===== config.mk =====
export PLATFORM = sky130hd
export DESIGN_NAME = cam_frame_writer
export DESIGN_NICKNAME = d
export VERILOG_FILES = /design/src/rtl/cam_frame_writer.sv
export SDC_FILE = /design/constraint.sdc
export NUM_CORES = 1
export LEC_CHECK = 0
export ABC_AREA = 1
export CORE_UTILIZATION = 45
export DETAILED_ROUTE_END_ITERATION = 8
export PLACE_DENSITY = 0.79
export SKIP_CTS_REPAIR_TIMING = 1
export SYNTH_ARGS = -nofsm -noshare
export SYNTH_HDL_FRONTEND = slang
export SYNTH_SLANG_ARGS = --single-unit

===== constraint.sdc =====
create_clock -name i_pclk -period 1.5 [get_ports i_pclk]
set_input_delay 0.15 -clock i_pclk [delete_from_list [all_inputs] [get_ports i_pclk]]
set_output_delay 0.15 -clock i_pclk [all_outputs]
set_load 0.02 [all_outputs]

===== src/rtl/cam_frame_writer.sv =====
// cam_frame_writer: crops the RGB565 capture stream to a programmable window and
// writes it into a double-banked frame buffer, swapping banks only on well-formed frames.
module cam_frame_writer #(
  parameter int H_ACTIVE = 640,
  parameter int V_ACTIVE = 480,
  parameter int X0       = 0,
  parameter int Y0       = 0,
  parameter int OUT_W    = 320,
  parameter int OUT_H    = 240,
  parameter int ADDR_W   = 17
) (
  input  logic              i_pclk,
  input  logic              i_rst_n,
  input  logic [15:0]       i_pixel,
  input  logic              i_en,
  input  logic              i_vsync,
  output logic [ADDR_W-1:0] o_wr_addr,
  output logic [15:0]       o_wr_data,
  output logic              o_wr_en,
  output logic              o_bank,
  output logic              o_frame_done,
  output logic              o_frame_err,
  output logic              o_busy
);

  localparam int XW = (H_ACTIVE > 1) ? $clog2(H_ACTIVE) : 1;
  localparam int YW = $clog2(V_ACTIVE + 1);

  localparam logic [0:0] ST_IDLE   = 1'b0;
  localparam logic [0:0] ST_ACTIVE = 1'b1;

  logic [0:0]        state;
  logic              vsync_d;
  logic [XW-1:0]     x;
  logic [YW-1:0]     y;
  logic [ADDR_W-1:0] addr;
  logic              ovf;

  logic rise;
  logic frame_ok;
  logic pix_acc_p0;
  logic line_ok;
  logic in_win;
  logic x_last;
  logic wr_vld_p0;

  assign rise     = i_vsync & ~vsync_d;
  assign frame_ok = (int'(y) == V_ACTIVE) && (x == '0) && !ovf;

  // A rise always has i_vsync high, so accepted strobes can never collide with frame end.
  assign pix_acc_p0 = (state == ST_ACTIVE) && i_en && !i_vsync;
  assign line_ok    = int'(y) < V_ACTIVE;
  assign in_win     = (int'(x) >= X0) && (int'(x) < X0 + OUT_W) &&
                      (int'(y) >= Y0) && (int'(y) < Y0 + OUT_H);
  assign x_last     = int'(x) == H_ACTIVE - 1;
  assign wr_vld_p0  = pix_acc_p0 && line_ok && in_win;

  assign o_busy = (state == ST_ACTIVE);

  always_ff @(posedge i_pclk) begin
    if (!i_rst_n) begin
      state        <= ST_IDLE;
      vsync_d      <= 1'b0;
      x            <= '0;
      y            <= '0;
      addr         <= '0;
      ovf          <= 1'b0;
      o_bank       <= 1'b0;
      o_frame_done <= 1'b0;
      o_frame_err  <= 1'b0;
    end else begin
      vsync_d      <= i_vsync;
      o_frame_done <= 1'b0;
      o_frame_err  <= 1'b0;
      if (rise) begin
        state <= ST_ACTIVE;
        x     <= '0;
        y     <= '0;
        addr  <= '0;
        ovf   <= 1'b0;
        if (state == ST_ACTIVE) begin
          if (frame_ok) begin
            o_frame_done <= 1'b1;
            o_bank       <= ~o_bank;
          end else begin
            o_frame_err  <= 1'b1;
          end
        end
      end else if (pix_acc_p0) begin
        if (!line_ok) begin
          ovf <= 1'b1;
        end else begin
          if (in_win) begin
            addr <= addr + 1'b1;
          end
          if (x_last) begin
            x <= '0;
            y <= y + 1'b1;
          end else begin
            x <= x + 1'b1;
          end
        end
      end
    end
  end

  // Stage p0 -> p1: registered buffer write port, one cycle behind the strobe.
  always_ff @(posedge i_pclk) begin
    if (!i_rst_n) begin
      o_wr_en   <= 1'b0;
      o_wr_data <= '0;
      o_wr_addr <= '0;
    end else begin
      o_wr_en <= wr_vld_p0;
      if (wr_vld_p0) begin
        o_wr_data <= i_pixel;
        o_wr_addr <= addr;
      end
    end
  end

endmodule

# [Yosys cells after proc, flatten, opt, wreduce, memory -nomap -nowiden]
# Index checks and enable logic that the tools add are counted.
# W data, S select, Z words.
[totals] output_inout_bits=38 ff_bits=76 word_cells=45
[classes] n_lt_le_gt_ge=3 n_bitwise=5 eq_ne=2 n_reduce_logical=17 add_sub_neg=3 muxes=3
[ops] op="$add A17 B1 Y17 const B" count=1
[ops] op="$reduce_and A3 Y1" count=4
[ops] op="$add A10 B1 Y10 const B" count=1
[ops] op="$eq A10 B10 Y1 const B" count=1
[ops] op="$logic_not A10 Y1" count=1
[ops] op="$lt A10 B9 Y1 const B" count=1
[ops] op="$mux W10" count=1
[ops] op="$add A9 B1 Y9 const B" count=1
[ops] op="$eq A9 B6 Y1 const B" count=1
[ops] op="$lt A9 B8 Y1 const B" count=1
[ops] op="$lt A9 B9 Y1 const B" count=1
[ops] op="$logic_and A1 B1 Y1" count=7
[ops] op="$not A1 Y1" count=4
[ops] op="$reduce_and A2 Y1" count=2
[ops] op="$logic_not A1 Y1" count=2
[ops] op="$mux W1" count=2
[ops] op="$reduce_or A2 Y1" count=1
[ops] op="$and A1 B1 Y1" count=1

# [Depth between registers and ports, before layout]
[depth] ltp_word=4 mapped_depth=10

# [Least setup slack after synthesis]
# No wires, ideal clock.
[synth_timing] path_kind="reg2reg" from="register state, in the netlist o_busy" to="register o_wr_addr[7]" arrival_ns=1.320 path_buffers=1 path_slack_ns=0.064 setup_ns=0.116 stages_incl_launch_ff=9 path_cell_list="dfxtp_1 nand2_1 nor2_2 o21ai_4 nor2_8 inv_4 buf_4 nor2_1 nor2_1"
[synth_between] elab_chain_cells=4
[synth_lines] element="start: declaration" line_no="32" source="logic [0:0] state;"
[synth_lines] element="start signal: assignment" line_no="62" source="state <= ST_IDLE;"
[synth_lines] element="start signal: assignment" line_no="76" source="state <= ST_ACTIVE;"
[synth_lines] element="$logic_and A1 B1 Y1 (2 in series)" line_no="51" source="assign pix_acc_p0 = (state == ST_ACTIVE) && i_en && !i_vsync;"
[synth_lines] element="$logic_and A1 B1 Y1 (2 in series)" line_no="56" source="assign wr_vld_p0 = pix_acc_p0 && line_ok && in_win;"
[synth_lines] element="end signal: assignment" line_no="117" source="o_wr_addr <= addr;"
[synth_lines] element="end: declaration" line_no="17" source="output logic [ADDR_W-1:0] o_wr_addr,"
# No other way between the ends.
# A chain may end at the register's enable or synchronous reset.

# [Final worst setup path]
[layout_timing] from="register o_wr_addr[16]" to="output port o_wr_addr[16]"
# No word-level cell between the ends.

==> flow_metrics.tcl <==
set metrics [dict create \
    status "finished clean" \
    max_slew_margin 0.793 \
    reg2reg_setup_slack_ns 0.06 \
    slew_violations 0 \
    hold_depth 3 \
    ys_seq_area_frac 0.449 \
    grtUsageTotal 0.221 \
    cp_max_fo 2 \
    hold_ws_ns 0.370 \
    clock_sinks 76 \
    grt_first_pass_wirelength_um 13300 \
    insertion_delay_ns 0.36 \
    fin_setup_tns_ns 0 \
    num_rows 31 \
    multi_input_area_um2 1660 \
    clkTransAtPathRegs_ns 0.08 \
    skew_ns 0.0135 \
    numPortBuffers 57 \
    area_delta_synth_final_pct 34.5 \
    p_leak_nw 2.04 \
    p_int_mw 3.16 \
    ctsHtreeMaxLevel 3 \
    detail_route.wl_per_cell_um 12.7 \
    stdcell_count 663 \
    grt_pass1_vias 2966 \
    period_minus_slack_ns 1.47 \
    core_um2 7250 \
    path_class "reg2out" \
    firstDrtPassIters 4 \
    worstReg2RegStart "y[6]" \
    gp_congestion 0.868 \
    worstPathCellList "clkdlybuf4s50_1" \
    cts_root_buf "clkbuf_8" \
    comb_power_share 0.083 \
    syn_nets 502 \
    regArea_um2 1540 \
    drt-initial-drc-count 167 \
    yosysWarnings 0 \
    synth-async-reset-ratio 0 \
    max_cap_violations 0 \
    synth-edff-count 0 \
    post-route-period-util 0.981 \
    utilization 0.629 \
    p_sw_frac 0.240 \
    crit_path_start_kind "flip-flop" \
    cts_tree "done" \
    drive_above_1_share 0.147 \
    design_power_total_mw 4.15 \
    ir_worst_vdd_mv 0.472 \
    synth_top_area_share 0.449 \
    n_antenna_cell 0 \
    rr_endpoint "addr[3]" \
    finalHoldViolCount 0 \
    critPathSlowestCell "clkdlybuf4s50_1" \
    ys_seq_elements 76 \
    antenna_found_initial 0 \
    syn_area_um2 3390 \
    power_switching_mw 0.997 \
    synth_area_leaders "dfxtp_1 (45%), nand2_1 (12%), nor2_1 (10%)" \
    cts_buffers 9 \
    grt-ovfl-total 0 \
    dp.cells 641 \
    min_from "i_pixel[9]" \
    fill_cells 638 \
    clockBufferDepth 2 \
    p_seq_frac 0.500 \
    grt_max_degree 36 \
    vias 3283 \
    layout_common_cells "nand2_1 (101), nor2_1 (85), dfxtp_1 (66), clkdlybuf4s50_1 (43), inv_1 (40)" \
    slowest_delay_ns 0.62 \
    holdPathEnd "o_wr_data[9]" \
    fmax_mhz 680 \
    setup_violations 0 \
    arrival_ns 1.32 \
    dieWidth_um 88.8 \
    dieArea_um2 7890 \
    start_util 0.468 \
    pin_count 58 \
    cpLargestDelayFamily "buffers and inverters" \
    worst_setup_path_end_kind "output pin" \
    tightestPinTransition_ns 0.310 \
    detail-route-antenna-nets 0 \
    ys_types 30 \
    hpwl_um 5650 \
    synth_top_area_cell "dfxtp_1" \
    final_common_cell "nand2_1" \
    r2r_cells 10 \
    nets 584 \
    drc 0 \
    netlist_instances 477 \
    wirelength_um 8390 \
    vias_per_cell 4.95 \
    die_h_um 88.8 \
    crit_buf_inv 1 \
    critPathRequiredTime_ns 1.35 \
    hp-class "in2reg" \
    power.density_nw_per_um2 910 \
    p_clk_frac 0.416 \
    avgSynthCellArea_um2 7.11 \
    synth_ff_type "dfxtp_1" \
]
## per-layer routing
layer | track usage | share of wire | vias up
met2 | 0.362 | 0.49 | 75
met5 | 0 | 0 | -
met1 | 0.282 | 0.44 | 1509
met4 | 0.101 | 0.018 | 0
met3 | 0.0429 | 0.050 | 12
li1 | - | - | 1687
## power groups by stage
stage / Clock, mW / Sequential (mW) / Combinational, mW
after floorplan: 0 / 2.17 / 0.118
after global placement: 0 / 2.12 / 0.326
after detailed placement: 0 / 2.12 / 0.330
after CTS: 1.75 / 2.08 / 0.331
after global routing: 1.83 / 2.08 / 0.375
final: 1.73 / 2.08 / 0.346
## Yosys cell counts, types with 3 or more instances
master	n
nor2_1	94
nand2_1	105
buf_4	5
nor3_1	5
buf_2	5
o21ai_0	31
inv_1	40
o21ai_1	9
ha_1	5
nand2_2	3
inv_2	4
dfxtp_1	76
a21oi_1	38
nand3_1	23
nand4_1	8
xor2_1	7
clkbuf_1	3
## per-stage QoR
stage / setup slack (ns) / area [um^2]
global placement: -0.189 / 4160
CTS: -0.0274 / 4380
detailed placement: -0.223 / 4160
floorplan: 0.0643 / 3390
finish: 0.0290 / 4560
global route: -0.0125 / 4560
## kinds of logic after synthesis
group | Yosys count | synth area share
and+or+nand+nor | 247 | 0.309
AOI/OAI and AO/OA | 80 | 0.122
DFF | 76 | 0.449
buffers and inverters | 60 | 0.0789
xor gates and xnor gates | 9 | 0.0232
adders and majority gates | 5 | 0.0184
## worst max path at each step
stage	startpoint	end	cells past startpoint
detailed placement	i_en	o_wr_addr[7]	8
CTS	y[6]	o_wr_addr[16]	8
global placement	i_en	o_wr_addr[4]	8
finish	o_wr_addr[16]	o_wr_addr[16]	1
global route	y[6]	addr[10]	9
floorplan	o_busy	o_wr_addr[7]	8
## flip-flops by register name, indices dropped and copies added, names as in the netlist, 9 cells and up
| name | cells |
|---|---|
| o_wr_data | 16 |
| x | 10 |
| o_wr_addr | 17 |
| y | 9 |
| addr | 17 |
## cell type report
| class | instances | area share |
|---|---|---|
| Multi-Input combinational cell | 341 | 0.363 |
| Clock buffer | 10 | 0.0280 |
| Timing Repair inverter | 1 | 0.00192 |
| Timing Repair Buffer | 85 | 0.183 |
| Inverter | 45 | 0.0403 |
| Sequential cell | 76 | 0.337 |
| Tap cell | 99 | 0.0272 |
| Clock inverter | 6 | 0.0195 |
No activity file was read; power rests on OpenSTA's default activity.
